==> config.mk <==
export PLATFORM = sky130hd
export DESIGN_NAME = load_store_unit_flat
export DESIGN_NICKNAME = d
export VERILOG_FILES = /design/src/rtl/lsu_pkg.sv /design/src/rtl/lsu_if.sv /design/src/rtl/load_formatter.sv /design/src/rtl/load_store_unit.sv /design/src/flat_wrapper.sv
export SDC_FILE = /design/constraint.sdc
export NUM_CORES = 1
export LEC_CHECK = 0
export ABC_AREA = 1
export BUFFER_PORTS_ARGS = -buffer_cell sky130_fd_sc_hd__buf_2
export CORE_AREA = 4 4 105 107
export DETAILED_ROUTE_END_ITERATION = 16
export DIE_AREA = 0 0 109 111
export GPL_ROUTABILITY_DRIVEN = 0
export HOLD_SLACK_MARGIN = 0.1
export PLACE_DENSITY = 0.86
export REMOVE_ABC_BUFFERS = 1
export SLEW_MARGIN = 20
export SYNTH_ARGS = -nofsm -noshare
export SYNTH_HDL_FRONTEND = slang
export SYNTH_SLANG_ARGS = --single-unit
==> constraint.sdc <==
create_clock -name clk -period 2.5 [get_ports clk]
set_input_delay 0.25 -clock clk [delete_from_list [all_inputs] [get_ports clk]]
set_output_delay 0.25 -clock clk [all_outputs]
set_load 0.1 [all_outputs]
==> src/rtl/lsu_pkg.sv <==
`default_nettype none
// ============================================================================
// Module      : lsu_pkg
// Description : Shared types and constants for the load/store unit.
// Revision    : 1.0 - initial release
// ============================================================================
package lsu_pkg;

    localparam logic [2:0] F3_LB  = 3'b000;
    localparam logic [2:0] F3_LH  = 3'b001;
    localparam logic [2:0] F3_LW  = 3'b010;
    localparam logic [2:0] F3_LBU = 3'b100;
    localparam logic [2:0] F3_LHU = 3'b101;
    localparam logic [2:0] F3_SB  = 3'b000;
    localparam logic [2:0] F3_SH  = 3'b001;
    localparam logic [2:0] F3_SW  = 3'b010;

    localparam logic [3:0] CAUSE_NONE        = 4'd0;
    localparam logic [3:0] CAUSE_LD_MISALIGN = 4'd4;
    localparam logic [3:0] CAUSE_LD_FAULT    = 4'd5;
    localparam logic [3:0] CAUSE_ST_MISALIGN = 4'd6;
    localparam logic [3:0] CAUSE_ST_FAULT    = 4'd7;

    typedef enum logic [0:0] {
        IDLE      = 1'b0,
        LOAD_RESP = 1'b1
    } lsu_state_t;

    // funct3[1:0] encodes access size for both loads and stores.
    function automatic logic is_misaligned(input logic [2:0] f3, input logic [1:0] off);
        logic r;
        r = 1'b0;
        case (f3[1:0])
            2'b01:   r = (off == 2'd3);
            2'b10:   r = (off != 2'd0);
            default: r = 1'b0;
        endcase
        return r;
    endfunction

endpackage : lsu_pkg
`default_nettype wire

==> src/rtl/lsu_if.sv <==
`default_nettype none
// ============================================================================
// Module      : lsu_if
// Description : Execute-side request and data-memory strobe bundle of the LSU.
// Revision    : 1.0 - initial release
// ============================================================================
interface lsu_if #(
    parameter int XLEN = 32
);
    logic            mem_rd_i;
    logic            mem_wr_i;
    logic [2:0]      funct3_i;
    logic [XLEN-1:0] addr_i;
    logic [XLEN-1:0] st_data_i;
    logic [XLEN-1:0] dm_addrL_o;
    logic [XLEN-1:0] dm_addrS_o;
    logic [XLEN-1:0] dm_data_wr_o;
    logic            dm_wr_E_o;
    logic            dm_cs_E_o;
    logic [3:0]      dm_mask_o;
    logic [XLEN-1:0] dm_data_rd_i;
    logic [XLEN-1:0] ld_data_o;
    logic            ld_valid_o;
    logic            stall_o;
    logic            exc_o;
    logic [3:0]      exc_cause_o;
    logic [XLEN-1:0] fault_addr_o;

    modport slave (
        input  mem_rd_i, mem_wr_i, funct3_i, addr_i, st_data_i, dm_data_rd_i,
        output dm_addrL_o, dm_addrS_o, dm_data_wr_o, dm_wr_E_o, dm_cs_E_o,
               dm_mask_o, ld_data_o, ld_valid_o, stall_o, exc_o, exc_cause_o,
               fault_addr_o
    );

    modport master (
        output mem_rd_i, mem_wr_i, funct3_i, addr_i, st_data_i, dm_data_rd_i,
        input  dm_addrL_o, dm_addrS_o, dm_data_wr_o, dm_wr_E_o, dm_cs_E_o,
               dm_mask_o, ld_data_o, ld_valid_o, stall_o, exc_o, exc_cause_o,
               fault_addr_o
    );
endinterface : lsu_if
`default_nettype wire

==> src/rtl/load_formatter.sv <==
`default_nettype none
// ============================================================================
// Module      : load_formatter
// Description : Lane-selects and sign/zero-extends a memory word for loads.
// Revision    : 1.0 - initial release
// ============================================================================
module load_formatter
    import lsu_pkg::*;
(
    input  wire logic [2:0]  funct3,
    input  wire logic [1:0]  off,
    input  wire logic [31:0] word,
    output logic      [31:0] data
);
    logic [31:0] w_shifted;

    always_comb begin
        w_shifted = word >> {off, 3'b000};
        data      = '0;
        case (funct3)
            F3_LB:   data = {{24{w_shifted[7]}}, w_shifted[7:0]};
            F3_LH:   data = {{16{w_shifted[15]}}, w_shifted[15:0]};
            F3_LW:   data = w_shifted;
            F3_LBU:  data = {24'h0, w_shifted[7:0]};
            F3_LHU:  data = {16'h0, w_shifted[15:0]};
            default: data = '0;
        endcase
    end
endmodule : load_formatter
`default_nettype wire

==> src/rtl/load_store_unit.sv <==
`default_nettype none
// ============================================================================
// Module      : load_store_unit
// Description : Byte-addressed load/store front end for word-indexed data memory.
// Revision    : 1.0 - initial release
// ============================================================================
module load_store_unit
    import lsu_pkg::*;
#(
    parameter int DMEM_WORDS = 256,
    parameter int XLEN       = 32
) (
    input  wire logic clk,
    input  wire logic rst,
    lsu_if.slave      bus
);
    lsu_state_t      r_state;
    lsu_state_t      w_state_next;
    logic [2:0]      r_funct3;
    logic [1:0]      r_off;
    logic [XLEN-1:0] r_fault_addr;

    logic [1:0]      w_off;
    logic [XLEN-1:0] w_word_idx;
    logic            w_st_legal;
    logic            w_ld_legal;
    logic            w_misalign;
    logic            w_fault;
    logic            w_st_req;
    logic            w_ld_req;
    logic            w_st_go;
    logic            w_ld_go;
    logic            w_exc;
    logic [3:0]      w_cause;
    logic            w_cs_n;
    logic            w_wr;
    logic            w_stall;
    logic            w_ld_valid;
    logic [3:0]      w_mask;
    logic [XLEN-1:0] w_wdata;
    logic [XLEN-1:0] w_fmt;

    assign w_off      = bus.addr_i[1:0];
    assign w_word_idx = {2'b00, bus.addr_i[XLEN-1:2]};
    assign w_st_legal = (bus.funct3_i == F3_SB) || (bus.funct3_i == F3_SH) ||
                        (bus.funct3_i == F3_SW);
    assign w_ld_legal = w_st_legal || (bus.funct3_i == F3_LBU) ||
                        (bus.funct3_i == F3_LHU);
    assign w_misalign = is_misaligned(bus.funct3_i, w_off);
    assign w_fault    = (w_word_idx >= XLEN'(DMEM_WORDS));

    // A store outranks a load; a load is only accepted from IDLE since the
    // held instruction stays on the inputs during the response cycle.
    assign w_st_req = bus.mem_wr_i && w_st_legal;
    assign w_ld_req = bus.mem_rd_i && !bus.mem_wr_i && w_ld_legal && (r_state == IDLE);
    assign w_st_go  = w_st_req && !w_misalign && !w_fault;
    assign w_ld_go  = w_ld_req && !w_misalign && !w_fault;

    always_ff @(posedge clk or posedge rst) begin
        if (rst) begin
            r_state <= IDLE;
        end else begin
            r_state <= w_state_next;
        end
    end

    always_comb begin
        w_state_next = r_state;
        w_cs_n       = 1'b1;
        w_wr         = 1'b0;
        w_stall      = 1'b0;
        w_exc        = 1'b0;
        w_cause      = CAUSE_NONE;
        w_ld_valid   = 1'b0;
        case (r_state)
            IDLE:      w_state_next = w_ld_go ? LOAD_RESP : IDLE;
            LOAD_RESP: begin
                w_state_next = IDLE;
                w_ld_valid   = 1'b1;
            end
            default:   w_state_next = IDLE;
        endcase
        // Strobes are held inactive for as long as reset is asserted.
        if (!rst) begin
            if (w_st_go) begin
                w_cs_n = 1'b0;
                w_wr   = 1'b1;
            end else if (w_ld_go) begin
                w_cs_n  = 1'b0;
                w_stall = 1'b1;
            end
            if (w_st_req && (w_misalign || w_fault)) begin
                w_exc   = 1'b1;
                w_cause = w_misalign ? CAUSE_ST_MISALIGN : CAUSE_ST_FAULT;
            end else if (w_ld_req && (w_misalign || w_fault)) begin
                w_exc   = 1'b1;
                w_cause = w_misalign ? CAUSE_LD_MISALIGN : CAUSE_LD_FAULT;
            end
        end
    end

    always_comb begin
        w_mask  = 4'b0000;
        w_wdata = bus.st_data_i;
        case (bus.funct3_i)
            F3_SB: begin
                w_mask  = 4'b0001 << w_off;
                w_wdata = {4{bus.st_data_i[7:0]}};
            end
            F3_SH: begin
                w_mask  = 4'b0011 << w_off;
                w_wdata = {2{bus.st_data_i[15:0]}};
            end
            F3_SW:   w_mask = 4'b1111;
            default: w_mask = 4'b0000;
        endcase
        if (!w_wr) begin
            w_mask = 4'b0000;
        end
    end

    always_ff @(posedge clk or posedge rst) begin
        if (rst) begin
            r_funct3 <= 3'b000;
            r_off    <= 2'b00;
        end else if (w_ld_go) begin
            r_funct3 <= bus.funct3_i;
            r_off    <= w_off;
        end
    end

    always_ff @(posedge clk or posedge rst) begin
        if (rst) begin
            r_fault_addr <= '0;
        end else if (w_exc) begin
            r_fault_addr <= bus.addr_i;
        end
    end

    load_formatter u_load_formatter (
        .funct3 (r_funct3),
        .off    (r_off),
        .word   (bus.dm_data_rd_i),
        .data   (w_fmt)
    );

    assign bus.dm_addrL_o   = w_word_idx;
    assign bus.dm_addrS_o   = w_word_idx;
    assign bus.dm_data_wr_o = w_wdata;
    assign bus.dm_wr_E_o    = w_wr;
    assign bus.dm_cs_E_o    = w_cs_n;
    assign bus.dm_mask_o    = w_mask;
    assign bus.ld_valid_o   = w_ld_valid;
    assign bus.ld_data_o    = w_ld_valid ? w_fmt : '0;
    assign bus.stall_o      = w_stall;
    assign bus.exc_o        = w_exc;
    assign bus.exc_cause_o  = w_cause;
    assign bus.fault_addr_o = r_fault_addr;

endmodule : load_store_unit
`default_nettype wire

==> src/flat_wrapper.sv <==
// flat-port wrapper written by rule: the top's interface ports become plain ports
module load_store_unit_flat import lsu_pkg::*;
#(
    parameter int DMEM_WORDS = 256,
    parameter int XLEN       = 32
)
  (clk, rst, bus_mem_rd_i, bus_mem_wr_i, bus_funct3_i, bus_addr_i, bus_st_data_i, bus_dm_data_rd_i, bus_dm_addrL_o, bus_dm_addrS_o, bus_dm_data_wr_o, bus_dm_wr_E_o, bus_dm_cs_E_o, bus_dm_mask_o, bus_ld_data_o, bus_ld_valid_o, bus_stall_o, bus_exc_o, bus_exc_cause_o, bus_fault_addr_o);
  lsu_if #(.XLEN(XLEN)) bus_i ();
  input  wire logic clk;
  input  wire logic rst;
  input wire logic [$bits(bus_i.mem_rd_i)-1:0] bus_mem_rd_i;
  input wire logic [$bits(bus_i.mem_wr_i)-1:0] bus_mem_wr_i;
  input wire logic [$bits(bus_i.funct3_i)-1:0] bus_funct3_i;
  input wire logic [$bits(bus_i.addr_i)-1:0] bus_addr_i;
  input wire logic [$bits(bus_i.st_data_i)-1:0] bus_st_data_i;
  input wire logic [$bits(bus_i.dm_data_rd_i)-1:0] bus_dm_data_rd_i;
  output wire logic [$bits(bus_i.dm_addrL_o)-1:0] bus_dm_addrL_o;
  output wire logic [$bits(bus_i.dm_addrS_o)-1:0] bus_dm_addrS_o;
  output wire logic [$bits(bus_i.dm_data_wr_o)-1:0] bus_dm_data_wr_o;
  output wire logic [$bits(bus_i.dm_wr_E_o)-1:0] bus_dm_wr_E_o;
  output wire logic [$bits(bus_i.dm_cs_E_o)-1:0] bus_dm_cs_E_o;
  output wire logic [$bits(bus_i.dm_mask_o)-1:0] bus_dm_mask_o;
  output wire logic [$bits(bus_i.ld_data_o)-1:0] bus_ld_data_o;
  output wire logic [$bits(bus_i.ld_valid_o)-1:0] bus_ld_valid_o;
  output wire logic [$bits(bus_i.stall_o)-1:0] bus_stall_o;
  output wire logic [$bits(bus_i.exc_o)-1:0] bus_exc_o;
  output wire logic [$bits(bus_i.exc_cause_o)-1:0] bus_exc_cause_o;
  output wire logic [$bits(bus_i.fault_addr_o)-1:0] bus_fault_addr_o;
  assign bus_i.mem_rd_i = bus_mem_rd_i;
  assign bus_i.mem_wr_i = bus_mem_wr_i;
  assign bus_i.funct3_i = bus_funct3_i;
  assign bus_i.addr_i = bus_addr_i;
  assign bus_i.st_data_i = bus_st_data_i;
  assign bus_i.dm_data_rd_i = bus_dm_data_rd_i;
  assign bus_dm_addrL_o = bus_i.dm_addrL_o;
  assign bus_dm_addrS_o = bus_i.dm_addrS_o;
  assign bus_dm_data_wr_o = bus_i.dm_data_wr_o;
  assign bus_dm_wr_E_o = bus_i.dm_wr_E_o;
  assign bus_dm_cs_E_o = bus_i.dm_cs_E_o;
  assign bus_dm_mask_o = bus_i.dm_mask_o;
  assign bus_ld_data_o = bus_i.ld_data_o;
  assign bus_ld_valid_o = bus_i.ld_valid_o;
  assign bus_stall_o = bus_i.stall_o;
  assign bus_exc_o = bus_i.exc_o;
  assign bus_exc_cause_o = bus_i.exc_cause_o;
  assign bus_fault_addr_o = bus_i.fault_addr_o;
  load_store_unit #(.DMEM_WORDS(DMEM_WORDS), .XLEN(XLEN)) u_core (.clk(clk), .rst(rst), .bus(bus_i));
endmodule
### Yosys cells after proc, flatten, opt, wreduce, memory -nomap -nowiden

Cells that the tools add are included.

| word-level totals | value |
|---|---|
| output and inout port bits | 173 |
| input port bits | 103 |
| logic and storage cells | 65 |
| flip-flop bits (word level) | 38 |

| operators by class | value |
|---|---|
| $lt $le $gt $ge | 1 |
| reduce and logical (&&, ||, !) cells | 21 |
| bitwise logic cells | 1 |
| equality and inequality tests | 11 |
| shift-type cells | 3 |
| multiplexer cells | 24 |

Operators by type and width:

| kind | count |
|---|---|
| $pmux 32 s5 | 1 |
| $pmux 32 s2 | 1 |
| $mux 32 | 1 |
| $shr 32x5->32 | 1 |
| $ge 30x9->1 const B | 1 |
| $mux 4 | 4 |
| $mux 1 | 14 |
| $eq 3x3->1 const B | 4 |
| $pmux 4 s3 | 1 |
| $logic_and 1x1->1 | 10 |
| $eq 3x1->1 const B | 2 |
| $eq 3x2->1 const B | 2 |
| $logic_not 3->1 | 2 |
| $logic_or 1x1->1 | 5 |
| $eq 2x2->1 const B | 2 |
| $pmux 1 s2 | 2 |
| $shl 1x2->4 const A | 1 |
| $shl 2x2->4 const A | 1 |
| $logic_not 1->1 | 3 |
| $eq 2x1->1 const B | 1 |
| $reduce_bool 2->1 | 1 |
| $not 1->1 | 1 |

### Logic depth before layout (Yosys ltp)

| depth | value |
|---|---|
| depth in word-level cells | 12 |
| depth in mapped cells | 14 |
| mapped depth without buffers | 11 |

### Hierarchy

A second synthesis with hierarchy kept.

| second synthesis, totals | value |
|---|---|
| cells, all modules | 660 |
| area, all modules | 4040.1 µm² |

By module, submodules not included:

| module | instances | cells each | seq. area each (µm²) | area each (µm²) |
|---|---|---|---|---|
| load_store_unit | 1 | 468 | 950.9 | 3035.4 |
| load_formatter | 1 | 192 | 0.0 | 1004.7 |

### Least setup slack after synthesis

Ideal clock, no wire load.

| timing | value |
|---|---|
| kind | flip-flop to output port |
| from | register u_core.r_state |
| to | output port bus_ld_data_o[0] |
| setup slack | -1.534 ns |
| data required time | 2.250 ns |
| arrival | 3.784 ns |
| stages on the path, launching flop included | 4 |
| buffers on the path | 1 |
| path through | dfrtp_1 buf_2 o21ai_1 a311oi_1 |

| between the ends | value |
|---|---|
| word-level cells in the longest chain between the ends | 2 |

RTL lines:

| item | line | source |
|---|---|---|
| from (decl) | load_store_unit.sv:17 | `lsu_state_t r_state;` |
| from (signal assigned) | load_store_unit.sv:63 | `r_state <= w_state_next;` |
| $mux 1 | load_store_unit.sv:75 | `case (r_state)` |
| $mux 32 | load_store_unit.sv:154 | `assign bus.ld_data_o = w_ld_valid ? w_fmt : '0;` |
| to (decl) | flat_wrapper.sv:23 | `output wire logic [$bits(bus_i.ld_data_o)-1:0] bus_ld_data_o;` |

No other way between the ends.

### Final worst setup path

| timing | value |
|---|---|
| from | input port bus_funct3_i[1] |
| to | output port bus_dm_cs_E_o |

| between the ends | value |
|---|---|
| word-level cells in the longest chain between the ends | 12 |
| elaborated cells on any way between the ends | 23 |
| those cells by class | eq/ne: 6; mux: 4; reduce/logical: 13 |

RTL lines:

| item | line | source |
|---|---|---|
| from (decl) | flat_wrapper.sv:13 | `input wire logic [$bits(bus_i.funct3_i)-1:0] bus_funct3_i;` |
| $eq 3x1->1 or $logic_not 3->1 (tied branches) | load_store_unit.sv:45 | `assign w_st_legal = (bus.funct3_i == F3_SB) \|\| (bus.funct3_i == F3_SH) \|\|` |
| $logic_or 1x1->1 (2 in series) | load_store_unit.sv:45 |  |
| $logic_or 1x1->1 (2 in series) | load_store_unit.sv:47 | `assign w_ld_legal = w_st_legal \|\| (bus.funct3_i == F3_LBU) \|\|` |
| $logic_and 1x1->1 (2 in series) | load_store_unit.sv:55 | `assign w_ld_req = bus.mem_rd_i && !bus.mem_wr_i && w_ld_legal && (r_state == IDLE);` |
| $logic_and 1x1->1 (2 in series) | load_store_unit.sv:57 | `assign w_ld_go = w_ld_req && !w_misalign && !w_fault;` |
| $mux 1 | load_store_unit.sv:88 | `end else if (w_ld_go) begin` |
| $mux 1 * | load_store_unit.sv:85 | `if (w_st_go) begin` |
| $mux 1 * | load_store_unit.sv:84 | `if (!rst) begin` |
| to (decl) | flat_wrapper.sv:21 | `output wire logic [$bits(bus_i.dm_cs_E_o)-1:0] bus_dm_cs_E_o;` |

Every way passes the cells marked *; elsewhere a longest branch is shown, timed or not.

==> results by group <==
Critical path
  – CP Max Fanout: 20
  – Most used cell, CP: nand2_1
  – Crit-path leading delay family: buffers and inverters
  – Critical path's slowest cell: buf_2
  – Crit start category: primary input
  – CP peak stage delay: 0.30 ns
  – Crit path arrival time: 2.06 ns
  – Worst Path Buf+Inv: 4
  – WP data required: 2.25 ns
  – Critical Path Sink Type: output pin
  – FF-to-FF setup slack: 0.87 ns
  – Worst path cell trace: buf_2, inv_1, ha_1, nand3_1, nand2_1, nand2_1, nand4_4, inv_1, nand2_1, buf_2
  – Worst Path Class, Setup: in2out

STA
  – Setup slack after layout: 0.193 ns
  – Final worst path period share: 92.3%
  – Minimum clock period: 2.31 ns
  – Pins Over Slew Limit: 0
  – RSZ-0062 raised after global routing: no
  – Slew headroom: 45.4%
  – Final Hold Fails: 0
  – Setup-failing EPs final: 0
  – Fmax: 434 MHz
  – Worst-margin pin slew: 0.813 ns
  – Max Clock Skew: 0.00370 ns

Detailed routing
  – DRT Pass-1 Iters: 7
  – Drt via density: 4.93
  – 1st-iter DRT viols: 267
  – Via count: 4,505
  – WL per Instance: 14.0 um
  – Routed WL: 12,800 um
  – ANT nets after route: 0
  – Drc violations: 0

Floorplanning
  – Core ar.: 10,100 um^2
  – Die Area: 12,100 um^2
  – Die Y: 111 um
  – IO Pins: 276
  – Rows: 37
  – Initial core utilization: 36.7%
  – DIE WIDTH: 109 um

Logic synthesis
  – Mean area per synthesized cell: 6.32 um^2
  – Top-area cell type share of the netlist area: 25.6%
  – Synth Warn #: 0
  – Area contributors post-synth: dfrtp_1 26%, nand2_1 20%, buf_4 17%
  – Mapped cell area: 3720 um^2
  – Flops & latches, synth: 38
  – Post-synth EDFFs: 0
  – Synthesized instance count: 588
  – Sequential share of the synthesized area: 25.6%
  – Most used DFF post-synth: dfrtp_1
  – Area leader, netlist: dfrtp_1
  – Library cells used by synthesis: 32
  – Async set-reset flop share out of synthesis: 100%

Global routing
  – Top Usage Layer GRT: met2
  – Initial antenna violation count: 0
  – Global-route met1 utilization: 24.4%
  – Gr ovfl total: 0
  – Overall Global Routing Usage: 19.8%
  – Grt met2 use: 35.5%
  – First-pass GRT wire length: 19,900 um
  – Global-route met3 utilization: 3.55%
  – Vias in the first global route: 4,128
  – Largest net degree at the start of global routing: 39

Pwr
  – Worst VDD drop: 0.767 mV
  – Clk pwr share: 12.8%
  – Flop pwr share: 23.0%
  – P_sw: 2180 uW
  – Switching share of total power: 63.0%
  – PD cells: 633 nW/um^2
  – Part of the power in combinational logic: 64.2%
  – Cell-internal power: 1280 uW
  – Static leakage: 0.00307 uW
  – Power, Total: 3450 uW

Final layout
  – Fillers: 950
  – Diodes inserted: 0
  – Final Core Density: 53.8%
  – Final net count: 883
  – Layout cells sized above 1: 39.2%
  – Synthesis-to-layout area growth: 46.9%
  – Layout Cell Area excl Fill: 5460 um^2

Clock tree
  – CTS tree: built
  – CTS Buf Count: 5
  – Post-CTS Setup Bufs: 0
  – CTS sink cnt: 38
  – Worst skew pair latency: 0.29 ns
  – Clock Pin Slew Worst Setup and Hold Paths: 0.08 ns
  – Clock buffer depth: 2
  – Clock root cell: clkbuf_8
  – Hold Buf Count CTS: 0
  – # resized after CTS: 0
  – Htree depth: 2

Status
  – Status: completed

Placed design
  – Place WS: 0.218 ns
  – PortBufs: 270
  – Final HPWL from detailed placement: 10,400 um
  – Placed Area: 5360 um^2

Job
  – Max-cap violations: 0

Hold path
  – HP Class: in2async
[flip-flops by register name, summed over array words and instances, names as in the netlist]
signal / cells
u_core.bus.fault_addr_o: 32
u_core.r_funct3: 3
u_core.r_off: 2
u_core.r_state: 1
[cells by family (layout without fill, tap and decap cells)]
group | count (synthesis) | in the layout | synth area share [%]
buffers and inverters | 157 | 343 | 25.3
AO/OA/AOI/OAI | 79 | 79 | 12.2
adder cells (fa/ha/maj) | 3 | 3 | 1.01
AND/OR/NAND/NOR | 310 | 310 | 35.8
other | 1 | 5 | 0.101
flip-flops | 38 | 38 | 25.6
[stage by stage]
stage / std cells / hold slack (ns) / TNS [ns]
4_1_cts: 914 / 0.199 / 0
2_1_floorplan: 487 / 0.395 / -35.69
6_report: 914 / 0.184 / 0
3_5_place_dp: 906 / 0.454 / 0
3_3_place_gp: 906 / 0.449 / 0
5_1_grt: 914 / 0.234 / 0
[metal layers]
layer | wire (um) | vias to the layer above
met2 | 6480 | 244
met4 | 181 | 0
met5 | 0 | -
met3 | 1170 | 21
li1 | - | 2177
met1 | 4940 | 2063
[placed cells by master (no fill, tap or decap), types with 6 or more instances in the layout]
master      n
a31oi_1    10
buf_4      13
nor2_1     30
nand3_1    66
nand2_1   198
o22ai_1     8
dfrtp_1    38
buf_12     50
buf_2     220
a21oi_1    16
inv_1      50
clkbuf_8    6
a311oi_1    7
o21ai_0    33
[worst paths after layout]
path / start / to / depth (start not counted)
max: bus_funct3_i[1] / bus_dm_cs_E_o / 10
min: rst / u_core.bus.fault_addr_o[9] / 3
max reg2reg: u_core.r_state / u_core.bus.fault_addr_o[5] / 7
min reg2reg: u_core.bus.fault_addr_o[6] / u_core.bus.fault_addr_o[6] / 2
max in group asynchronous: rst / u_core.bus.fault_addr_o[27] / 3
min in group clk: bus_addr_i[3] / u_core.bus.fault_addr_o[3] / 3
[power groups by stage]
stage | sequential, uW | clock (uW) | combinational (uW)
after CTS | 794 | 459 | 2230
final | 795 | 442 | 2220
after detailed placement | 802 | 0 | 2220
after floorplan | 1640 | 0 | 489
after global routing | 806 | 475 | 2290
after global placement | 802 | 0 | 2200
[cell type report]
class / instances / area, um^2 / share of cell area (%)
clock buffers: 6 / 82.6 / 1.51
clock inverters: 2 / 12.5 / 0.229
inverters: 52 / 195 / 3.58
multi-input cells: 397 / 1850 / 33.9
flip-flops and latches: 38 / 951 / 17.4
well taps: 136 / 170 / 3.12
repair buffers: 283 / 2200 / 40.3
[cells in the mapped netlist, types with 4 or more instances]
cell type and n:
dfrtp_1 38, a31oi_1 10, inv_1 50, o21ai_0 33, nor2_1 30, nand2_1 198, buf_2 14, nand3_1 66
a21oi_1 16, o22ai_1 8, nor2_2 4, buf_4 83, clkbuf_1 4, a311oi_1 7
[worst reg2reg max path: cells and delay by family, from the launching register on]
| kind | cells | cell delay [ns] |
|---|---|---|
| simple gates | 6 | 0.84 |
| flops | 1 | 0.45 |
| buf+inv | 1 | 0.25 |
Power figures use the tool's default switching activity.
